<file path="config.mk">
export PLATFORM = sky130hd
export DESIGN_NAME = ip_hdr_prepend_tx
export DESIGN_NICKNAME = d
export VERILOG_FILES = /design/src/rtl/packet_struct_pkg.sv /design/src/rtl/ip_hdr_chksum_calc.sv /design/src/rtl/ip_hdr_prepend_tx.sv
export SDC_FILE = /design/constraint.sdc
export NUM_CORES = 1
export LEC_CHECK = 0
export BUFFER_PORTS_ARGS = -buffer_cell sky130_fd_sc_hd__buf_2
export CAP_MARGIN = 20
export CELL_PAD_IN_SITES_DETAIL_PLACEMENT = 0
export CELL_PAD_IN_SITES_GLOBAL_PLACEMENT = 2
export CORE_AREA = 2 2 267 269
export CTS_BUF_LIST = sky130_fd_sc_hd__clkbuf_4
export DETAILED_ROUTE_END_ITERATION = 10
export DIE_AREA = 0 0 269 271
export PLACE_DENSITY = 0.54
export SETUP_SLACK_MARGIN = 0.02
export SLEW_MARGIN = 30
export SYNTH_ARGS = -nofsm -noshare
export SYNTH_HDL_FRONTEND = slang
export SYNTH_HIERARCHICAL = 1
export SYNTH_SLANG_ARGS = --single-unit
</file>
<file path="constraint.sdc">
create_clock -name clk -period 4.8 [get_ports clk]
set_clock_uncertainty 0.05 [all_clocks]
set_input_delay 0.48 -clock clk [delete_from_list [all_inputs] [get_ports clk]]
set_output_delay 0.48 -clock clk [all_outputs]
set_load 0.05 [all_outputs]
</file>
<file path="src/rtl/packet_struct_pkg.sv">
// Shared IPv4 header definitions used by the header-prepend TX path.
// Field layout matches wire order: byte 0 of the header sits in the MSBs.
package packet_struct_pkg;

  localparam int IP_HDR_BYTES     = 20;
  localparam int IP_HDR_W         = 8 * IP_HDR_BYTES;
  localparam int IP_CSUM_BYTE_OFF = 10;

  typedef struct packed {
    logic [3:0]  version;
    logic [3:0]  ihl;
    logic [7:0]  tos;
    logic [15:0] total_len;
    logic [15:0] id;
    logic [2:0]  flags;
    logic [12:0] frag_off;
    logic [7:0]  ttl;
    logic [7:0]  protocol;
    logic [15:0] checksum;
    logic [31:0] src_ip;
    logic [31:0] dst_ip;
  } ip_pkt_hdr;

endpackage

</file>
<file path="src/rtl/ip_hdr_chksum_calc.sv">
// Combinational IPv4 header checksum: ones-complement sum of the ten 16-bit
// words with the checksum field taken as zero, folded and complemented.
module ip_hdr_chksum_calc
  import packet_struct_pkg::*;
(
  input  logic [IP_HDR_W-1:0] i_hdr,
  output logic [15:0]         o_csum
);

  localparam int NWORDS = IP_HDR_W / 16;

  ip_pkt_hdr           w_hdr;
  logic [IP_HDR_W-1:0] w_flat;
  logic [15:0]         w_words [NWORDS];
  logic [19:0]         w_sum;
  logic [16:0]         w_fold1;
  logic [15:0]         w_fold2;

  always_comb begin
    w_hdr          = i_hdr;
    w_hdr.checksum = '0;
  end

  assign w_flat = w_hdr;

  for (genvar gi = 0; gi < NWORDS; gi++) begin : g_words
    assign w_words[gi] = w_flat[IP_HDR_W-1-16*gi -: 16];
  end

  always_comb begin
    w_sum = '0;
    for (int i = 0; i < NWORDS; i++) begin
      w_sum = w_sum + 20'(w_words[i]);
    end
  end

  // Two end-around folds are enough: ten words cannot overflow past 20 bits.
  assign w_fold1 = {1'b0, w_sum[15:0]} + 17'(w_sum[19:16]);
  assign w_fold2 = w_fold1[15:0] + 16'(w_fold1[16]);
  assign o_csum  = ~w_fold2;

endmodule

</file>
<file path="src/rtl/ip_hdr_prepend_tx.sv">
// Prepends a 20-byte IPv4 header to a payload stream, realigning payload bytes.
// Define IP_HDR_PREPEND_CSUM_EN to recompute the header checksum before output.
module ip_hdr_prepend_tx
  import packet_struct_pkg::*;
#(
  parameter int DATA_W     = 256,
  parameter int PADBYTES_W = $clog2(DATA_W / 8)
) (
  input  logic                  clk,
  input  logic                  rst_n,
  input  logic                  src_hdr_meta_val,
  input  logic [IP_HDR_W-1:0]   src_hdr_meta_hdr,
  output logic                  hdr_src_meta_rdy,
  input  logic                  src_hdr_data_val,
  input  logic [DATA_W-1:0]     src_hdr_data,
  input  logic                  src_hdr_data_last,
  input  logic [PADBYTES_W-1:0] src_hdr_data_padbytes,
  output logic                  hdr_src_data_rdy,
  output logic                  hdr_dst_data_val,
  output logic [DATA_W-1:0]     hdr_dst_data,
  output logic                  hdr_dst_data_last,
  output logic [PADBYTES_W-1:0] hdr_dst_data_padbytes,
  input  logic                  dst_hdr_data_rdy
);

  localparam int DB       = DATA_W / 8;
  localparam int H        = IP_HDR_BYTES;
  localparam int K        = DB - H;
  localparam int KW       = 8 * K;
  localparam int CSUM_MSB = IP_HDR_W - 1 - 8 * IP_CSUM_BYTE_OFF;

  localparam logic [PADBYTES_W-1:0] H_PAD = PADBYTES_W'(H);
  localparam logic [PADBYTES_W-1:0] K_PAD = PADBYTES_W'(K);

  typedef enum logic [1:0] {
    META_WAIT = 2'd0,
    CSUM      = 2'd1,
    DATA      = 2'd2,
    DRAIN     = 2'd3
  } state_t;

`ifdef IP_HDR_PREPEND_CSUM_EN
  localparam state_t AFTER_META = CSUM;
`else
  localparam state_t AFTER_META = DATA;
`endif

  state_t                r_state, w_state_next;
  logic [IP_HDR_W-1:0]   r_carry, w_carry_next;
  logic [PADBYTES_W-1:0] r_saved_pad, w_saved_pad_next;
  logic                  w_src_fire;
  logic                  w_fits;

`ifdef IP_HDR_PREPEND_CSUM_EN
  logic [15:0] w_csum;

  ip_hdr_chksum_calc u_chksum (
    .i_hdr  (r_carry),
    .o_csum (w_csum)
  );
`endif

  assign w_src_fire = src_hdr_data_val && dst_hdr_data_rdy;
  // Last beat whose valid bytes all fit behind the carried header bytes.
  assign w_fits     = (src_hdr_data_padbytes >= H_PAD);

  always_ff @(posedge clk or negedge rst_n) begin
    if (!rst_n) begin
      r_state     <= META_WAIT;
      r_carry     <= '0;
      r_saved_pad <= '0;
    end else begin
      r_state     <= w_state_next;
      r_carry     <= w_carry_next;
      r_saved_pad <= w_saved_pad_next;
    end
  end

  always_comb begin
    w_state_next          = r_state;
    w_carry_next          = r_carry;
    w_saved_pad_next      = r_saved_pad;
    hdr_src_meta_rdy      = 1'b0;
    hdr_src_data_rdy      = 1'b0;
    hdr_dst_data_val      = 1'b0;
    hdr_dst_data          = {r_carry, src_hdr_data[DATA_W-1 -: KW]};
    hdr_dst_data_last     = 1'b0;
    hdr_dst_data_padbytes = '0;

    case (r_state)
      META_WAIT: begin
        // Held low while reset is asserted so no handshake appears in reset.
        hdr_src_meta_rdy = rst_n;
        if (src_hdr_meta_val) begin
          w_carry_next = src_hdr_meta_hdr;
          w_state_next = AFTER_META;
        end
      end
`ifdef IP_HDR_PREPEND_CSUM_EN
      CSUM: begin
        w_carry_next[CSUM_MSB -: 16] = w_csum;
        w_state_next                 = DATA;
      end
`endif
      DATA: begin
        hdr_dst_data_val = src_hdr_data_val;
        hdr_src_data_rdy = dst_hdr_data_rdy;
        if (src_hdr_data_last && w_fits) begin
          hdr_dst_data_last     = 1'b1;
          hdr_dst_data_padbytes = src_hdr_data_padbytes - H_PAD;
        end
        if (w_src_fire) begin
          w_carry_next = src_hdr_data[8*H-1:0];
          if (src_hdr_data_last) begin
            if (w_fits) begin
              w_state_next = META_WAIT;
            end else begin
              w_saved_pad_next = src_hdr_data_padbytes;
              w_state_next     = DRAIN;
            end
          end
        end
      end
      DRAIN: begin
        hdr_dst_data_val      = 1'b1;
        hdr_dst_data          = {r_carry, {KW{1'b0}}};
        hdr_dst_data_last     = 1'b1;
        hdr_dst_data_padbytes = r_saved_pad + K_PAD;
        if (dst_hdr_data_rdy) begin
          w_state_next = META_WAIT;
        end
      end
      default: begin
        w_state_next = META_WAIT;
      end
    endcase
  end

endmodule
</file>
## Word level (Yosys, flattened, before mapping)

Index checks and enable logic that the tools add are counted.

- Muxes and demuxes: 17
- Bitwise operators: 1
- Add/sub/neg operators: 2
- Equality and inequality tests: 6
- Magnitude comparators: 1
- Reductions and logical operators: 7

Operators with widths:

| operator | count |
|---|---|
| $mux 160 | 2 |
| $pmux 160 s2 | 1 |
| $mux 96 | 1 |
| $mux 2 | 5 |
| $pmux 5 s2 | 1 |
| $ne 2x2->1 const B | 4 |
| $reduce_and 4->1 | 2 |
| $pmux 2 s3 | 1 |
| $add 5x4->5 const B | 1 |
| $ge 5x5->1 const B | 1 |
| $mux 5 | 1 |
| $sub 5x5->5 const B | 1 |
| $eq 2x2->1 const B | 2 |
| $pmux 1 s2 | 2 |
| $mux 1 | 3 |
| $reduce_and 3->1 | 1 |
| $logic_and 1x1->1 | 2 |
| $logic_not 2->1 | 1 |
| $reduce_bool 2->1 | 1 |
| $not 1->1 | 1 |

- Input port bits: 427
- Bits in registers: 167
- Output and inout bits: 265
- Word-level logic and storage cells: 37

## Depth between registers and ports, before layout

- Depth in word-level cells: 5
- Mapped depth: 6
- Gate-level depth less buffers: 5

## Worst setup path after synthesis

OpenSTA, ideal clock, no wires.

- Path kind: input to output
- Start: input port src_hdr_data_padbytes[3]
- End: output port hdr_dst_data_padbytes[2]
- Buffers on the path: 0
- Cell stages on the path: 5
- Data required time: 4.270 ns
- Arrival: 2.332 ns
- Setup slack: 1.938 ns
- Path through: inv_1 -> ha_1 -> and4bb_2 -> o21ai_0 -> o31ai_1

- Word-level cells in the longest chain between the ends: 4

RTL lines:

| element | line | RTL |
|---|---|---|
| start, declared | ip_hdr_prepend_tx.sv:17 | `input logic [PADBYTES_W-1:0] src_hdr_data_padbytes,` |
| $ge 5x5->1 | ip_hdr_prepend_tx.sv:65 | `assign w_fits = (src_hdr_data_padbytes >= H_PAD);` |
| $logic_and 1x1->1 | ip_hdr_prepend_tx.sv:108 | `if (src_hdr_data_last && w_fits) begin` |
| $mux 5 | ip_hdr_prepend_tx.sv:108 |  |
| $pmux 5 s2 | ip_hdr_prepend_tx.sv:90 | `case (r_state)` |
| end, declared | ip_hdr_prepend_tx.sv:22 | `output logic [PADBYTES_W-1:0] hdr_dst_data_padbytes,` |

Every way passes these cells.

## Worst setup path in the final report

- Start: input port src_hdr_data_padbytes[3]
- End: output port hdr_dst_data_padbytes[3]

- Word-level cells in the longest chain between the ends: 4
- Elaborated cells on any way between the ends: 5
- Classes of those cells: add/sub: 1; order compare: 1; mux: 2; reduce/logical: 1

RTL lines:

| element | line |
|---|---|
| $ge 5x5->1 | ip_hdr_prepend_tx.sv:65 |
| $logic_and 1x1->1 | ip_hdr_prepend_tx.sv:108 |
| $mux 5 (*) | ip_hdr_prepend_tx.sv:108 |
| $pmux 5 s2 (*) | ip_hdr_prepend_tx.sv:90 |

Every way passes the cells marked *; elsewhere a longest branch is shown, timed or not.

==> impl_metrics.ini <==
[critical_path]
rr_endpoint = r_carry[24]
worstPathRequired_ns = 4.27
crit_path_top_delay_cell = o31ai_1
worstSetupStartpointType = input pin
cp-end-kind = primary output
cp_max_fo = 4
path_common_cell = buf_2
reg2reg_setup_slack_ns = 1.84
r2r_cells = 5
crit_arrival_ns = 2.97
timing.rr.start = r_state[1]
path_cells = dlygate4sd3_1 > buf_2 > inv_1 > ha_1 > and4bb_2 > o21ai_0 > o31ai_1 > buf_2
cpPeakStageDelay_ns = 0.62
path_class = input pin to primary output

[detailed_routing]
wl_per_cell_um = 16.8
drt_iter0_markers = 274
wl_um = 44200
vias_per_cell = 3.56
vias = 9357
ant_nets = 0
drc = 0
dr.pass1.iters = 4

[sta]
setup_viol = 0
maxSlewHeadroom = 0.483
finalCriticalPeriod_ns = 3.50
rsz0062_at_grt = no
timing.fmax_ghz = 0.286
fin_setup_tns_ns = 0
hold_viol_final = 0
slew_violations = 0
period_share = 0.730
tightest_slew_ns = 0.776

[placement]
port_buffers = 691
place_congestion = 0.791
dp_hpwl_um = 34700

[synthesis]
synth.largest_area_cell = dfrtp_1
ys_top_cells_by_count = mux2_2, dfrtp_1, and2_1, buf_2
synth_fp_nets = 1107
synthesis.instances = 677
synth_top_cell_area_share = 0.463
synthFlopType = dfrtp_1
synth_cell_types = 30
synth_edf_count = 0
yosys_warnings = 6
avgSynthCellArea_um2 = 13.3
synthArstFlopShare = 1.00
ys_ff_latch = 167
yosysSeqAreaShare = 0.463
netlist_top_cells_area = dfrtp_1, mux2_2, and2_1
netlist_area_um2 = 9030
synthMostInstantiatedCell = mux2_2

[floorplanning]
rows = 97
start_util = 0.129
dieArea_um2 = 72900
dieHeight_um = 271
die_x_um = 269
io-pin-count = 692
core_area_um2 = 69800

[outcome]
status = complete, no violations

[clock_network]
cts_tree = done
htree_levels = 4
clk_pin_slew_ns = 0.18
numCtsBuffers = 17
clock-sinks = 167
root_buffer = clkbuf_4
clock_latency_ns = 0.71
clock_path_buffers = 2
postCtsSetupRepairBufs = 0

[job]
maxCapViolCount = 0

[global_routing]
track_usage = 0.117
grt_util_met3 = 0.0422
busiest_layer = met2
antenna_found_initial = 26
overflow = 0
grt_max_degree = 98
grtUsageMet2 = 0.222
grt_pass1_wl_um = 61300
met1_usage = 0.109
grt_pass1_vias = 9898

[pwr]
sw_frac_of_total = 0.518
pwr-share-seq = 0.288
comb_power_share = 0.598
power_switching_mw = 3.96
power.internal_mw = 3.68
cellLeakagePower_nw = 7.86
clkPwrFrac = 0.114
power.density_nw_per_um2 = 451
peakVddDrop_mv = 0.214

[finish]
area_growth_pct = 87.8
drive_gt1_frac = 0.631
final_util = 0.243
nets = 2095

[worst_hold_path]
whs_endpoint = r_carry[114]
whs_path_depth = 3
hold_start = src_hdr_meta_hdr[114]
hp-class = input pin to flop
-- through the flow --
stage                     instance area (um^2)  worst slack (ns)  hold WS, ns  instances  power (mW)
after detailed placement                 13500              1.77        0.418       2269        6.51
after floorplan                           9030              1.94        0.134        677        5.33
after global routing                     17000              1.21     -0.00643       2627        8.09
after CTS                                16900              1.17      0.00312       2618        7.80
final                                    17000              1.30        0.142       2628        7.64
after global placement                   13500              1.77        0.406       2269        6.51
-- power groups by stage --
| stage | Clock, mW | Combinational, mW | Sequential (mW) |
|---|---|---|---|
| global route | 1.02 | 4.78 | 2.28 |
| global placement | 0 | 4.28 | 2.23 |
| CTS | 0.967 | 4.63 | 2.21 |
| detailed placement | 0 | 4.27 | 2.24 |
| finish | 0.872 | 4.57 | 2.20 |
| floorplan | 0 | 1.28 | 4.05 |
-- metal layers --
layer,share of wire,wire [um],vias up
met1,0.34,15200,4431
met2,0.53,23500,463
li1,-,-,4362
met5,0.0021,92,-
met4,0.037,1630,14
met3,0.087,3850,87
-- layout by cell type, fill, tap and decap left out, types with 2 or more instances in the layout --
| master | instances |
|---|---|
| nand3_1 | 2 |
| inv_8 | 4 |
| a21boi_0 | 3 |
| nand3b_1 | 2 |
| clkinv_8 | 2 |
| mux2_2 | 323 |
| and2_1 | 96 |
| inv_1 | 6 |
| buf_4 | 4 |
| buf_12 | 4 |
| nand2_1 | 6 |
| o31ai_1 | 2 |
| buf_2 | 690 |
| dfrtp_1 | 167 |
| clkbuf_4 | 18 |
| mux2i_1 | 2 |
| diode_2 | 10 |
| ha_1 | 3 |
| o21a_1 | 2 |
| inv_6 | 4 |
| dlygate4sd3_1 | 317 |
| nand4_1 | 2 |
-- state kept, by name, summed over array words and instances, names as in the netlist --
signal / count
r_saved_pad: 5
r_state: 2
r_carry: 160
-- repair_timing --
item | CTS | global route
hold buffers | 317 | 0
gates resized for setup | 0 | 0
endpoints found under the hold margin | 203 | 0
-- final cells by class --
cell class / instances / area [um^2]
Antenna cell: 10 / 25.0
Timing Repair Buffer: 1016 / 6750
Inverter: 6 / 22.5
Fill cell: 7494 / 52800
Clock inverter: 14 / 138
Clock buffer: 18 / 135
Sequential cell: 167 / 4180
Multi-Input combinational cell: 457 / 4540
Tap cell: 940 / 1180
-- worst max-delay path by stage --
stage | from | to | cells after the start
after floorplan | src_hdr_data_padbytes[3] | hdr_dst_data_padbytes[2] | 5
after global placement | src_hdr_data_padbytes[3] | hdr_dst_data_padbytes[3] | 7
after detailed placement | src_hdr_data_padbytes[3] | hdr_dst_data_padbytes[3] | 7
after CTS | src_hdr_data_padbytes[3] | hdr_dst_data_padbytes[3] | 8
after global routing | src_hdr_data_padbytes[3] | hdr_dst_data_padbytes[3] | 8
final | src_hdr_data_padbytes[3] | hdr_dst_data_padbytes[3] | 8
-- critical path: cells and delay by family --
family | cells | cell delay (ns)
simple gates | 1 | 0.29
buf+inv | 4 | 1.19
compound gates | 2 | 0.85
fa+ha+maj | 1 | 0.16
-- kinds of logic after synthesis --
family                     after synthesis  synth area share
AOI/OAI and AO/OA                       13            0.0104
xor gates and xnor gates                 1          0.000970
adders and majority gates                3           0.00416
buffers and inverters                   53            0.0369
DFF                                    167             0.463
muxes                                  325             0.405
and+or+nand+nor                        115            0.0799
(Power assumes the default switching activity.)
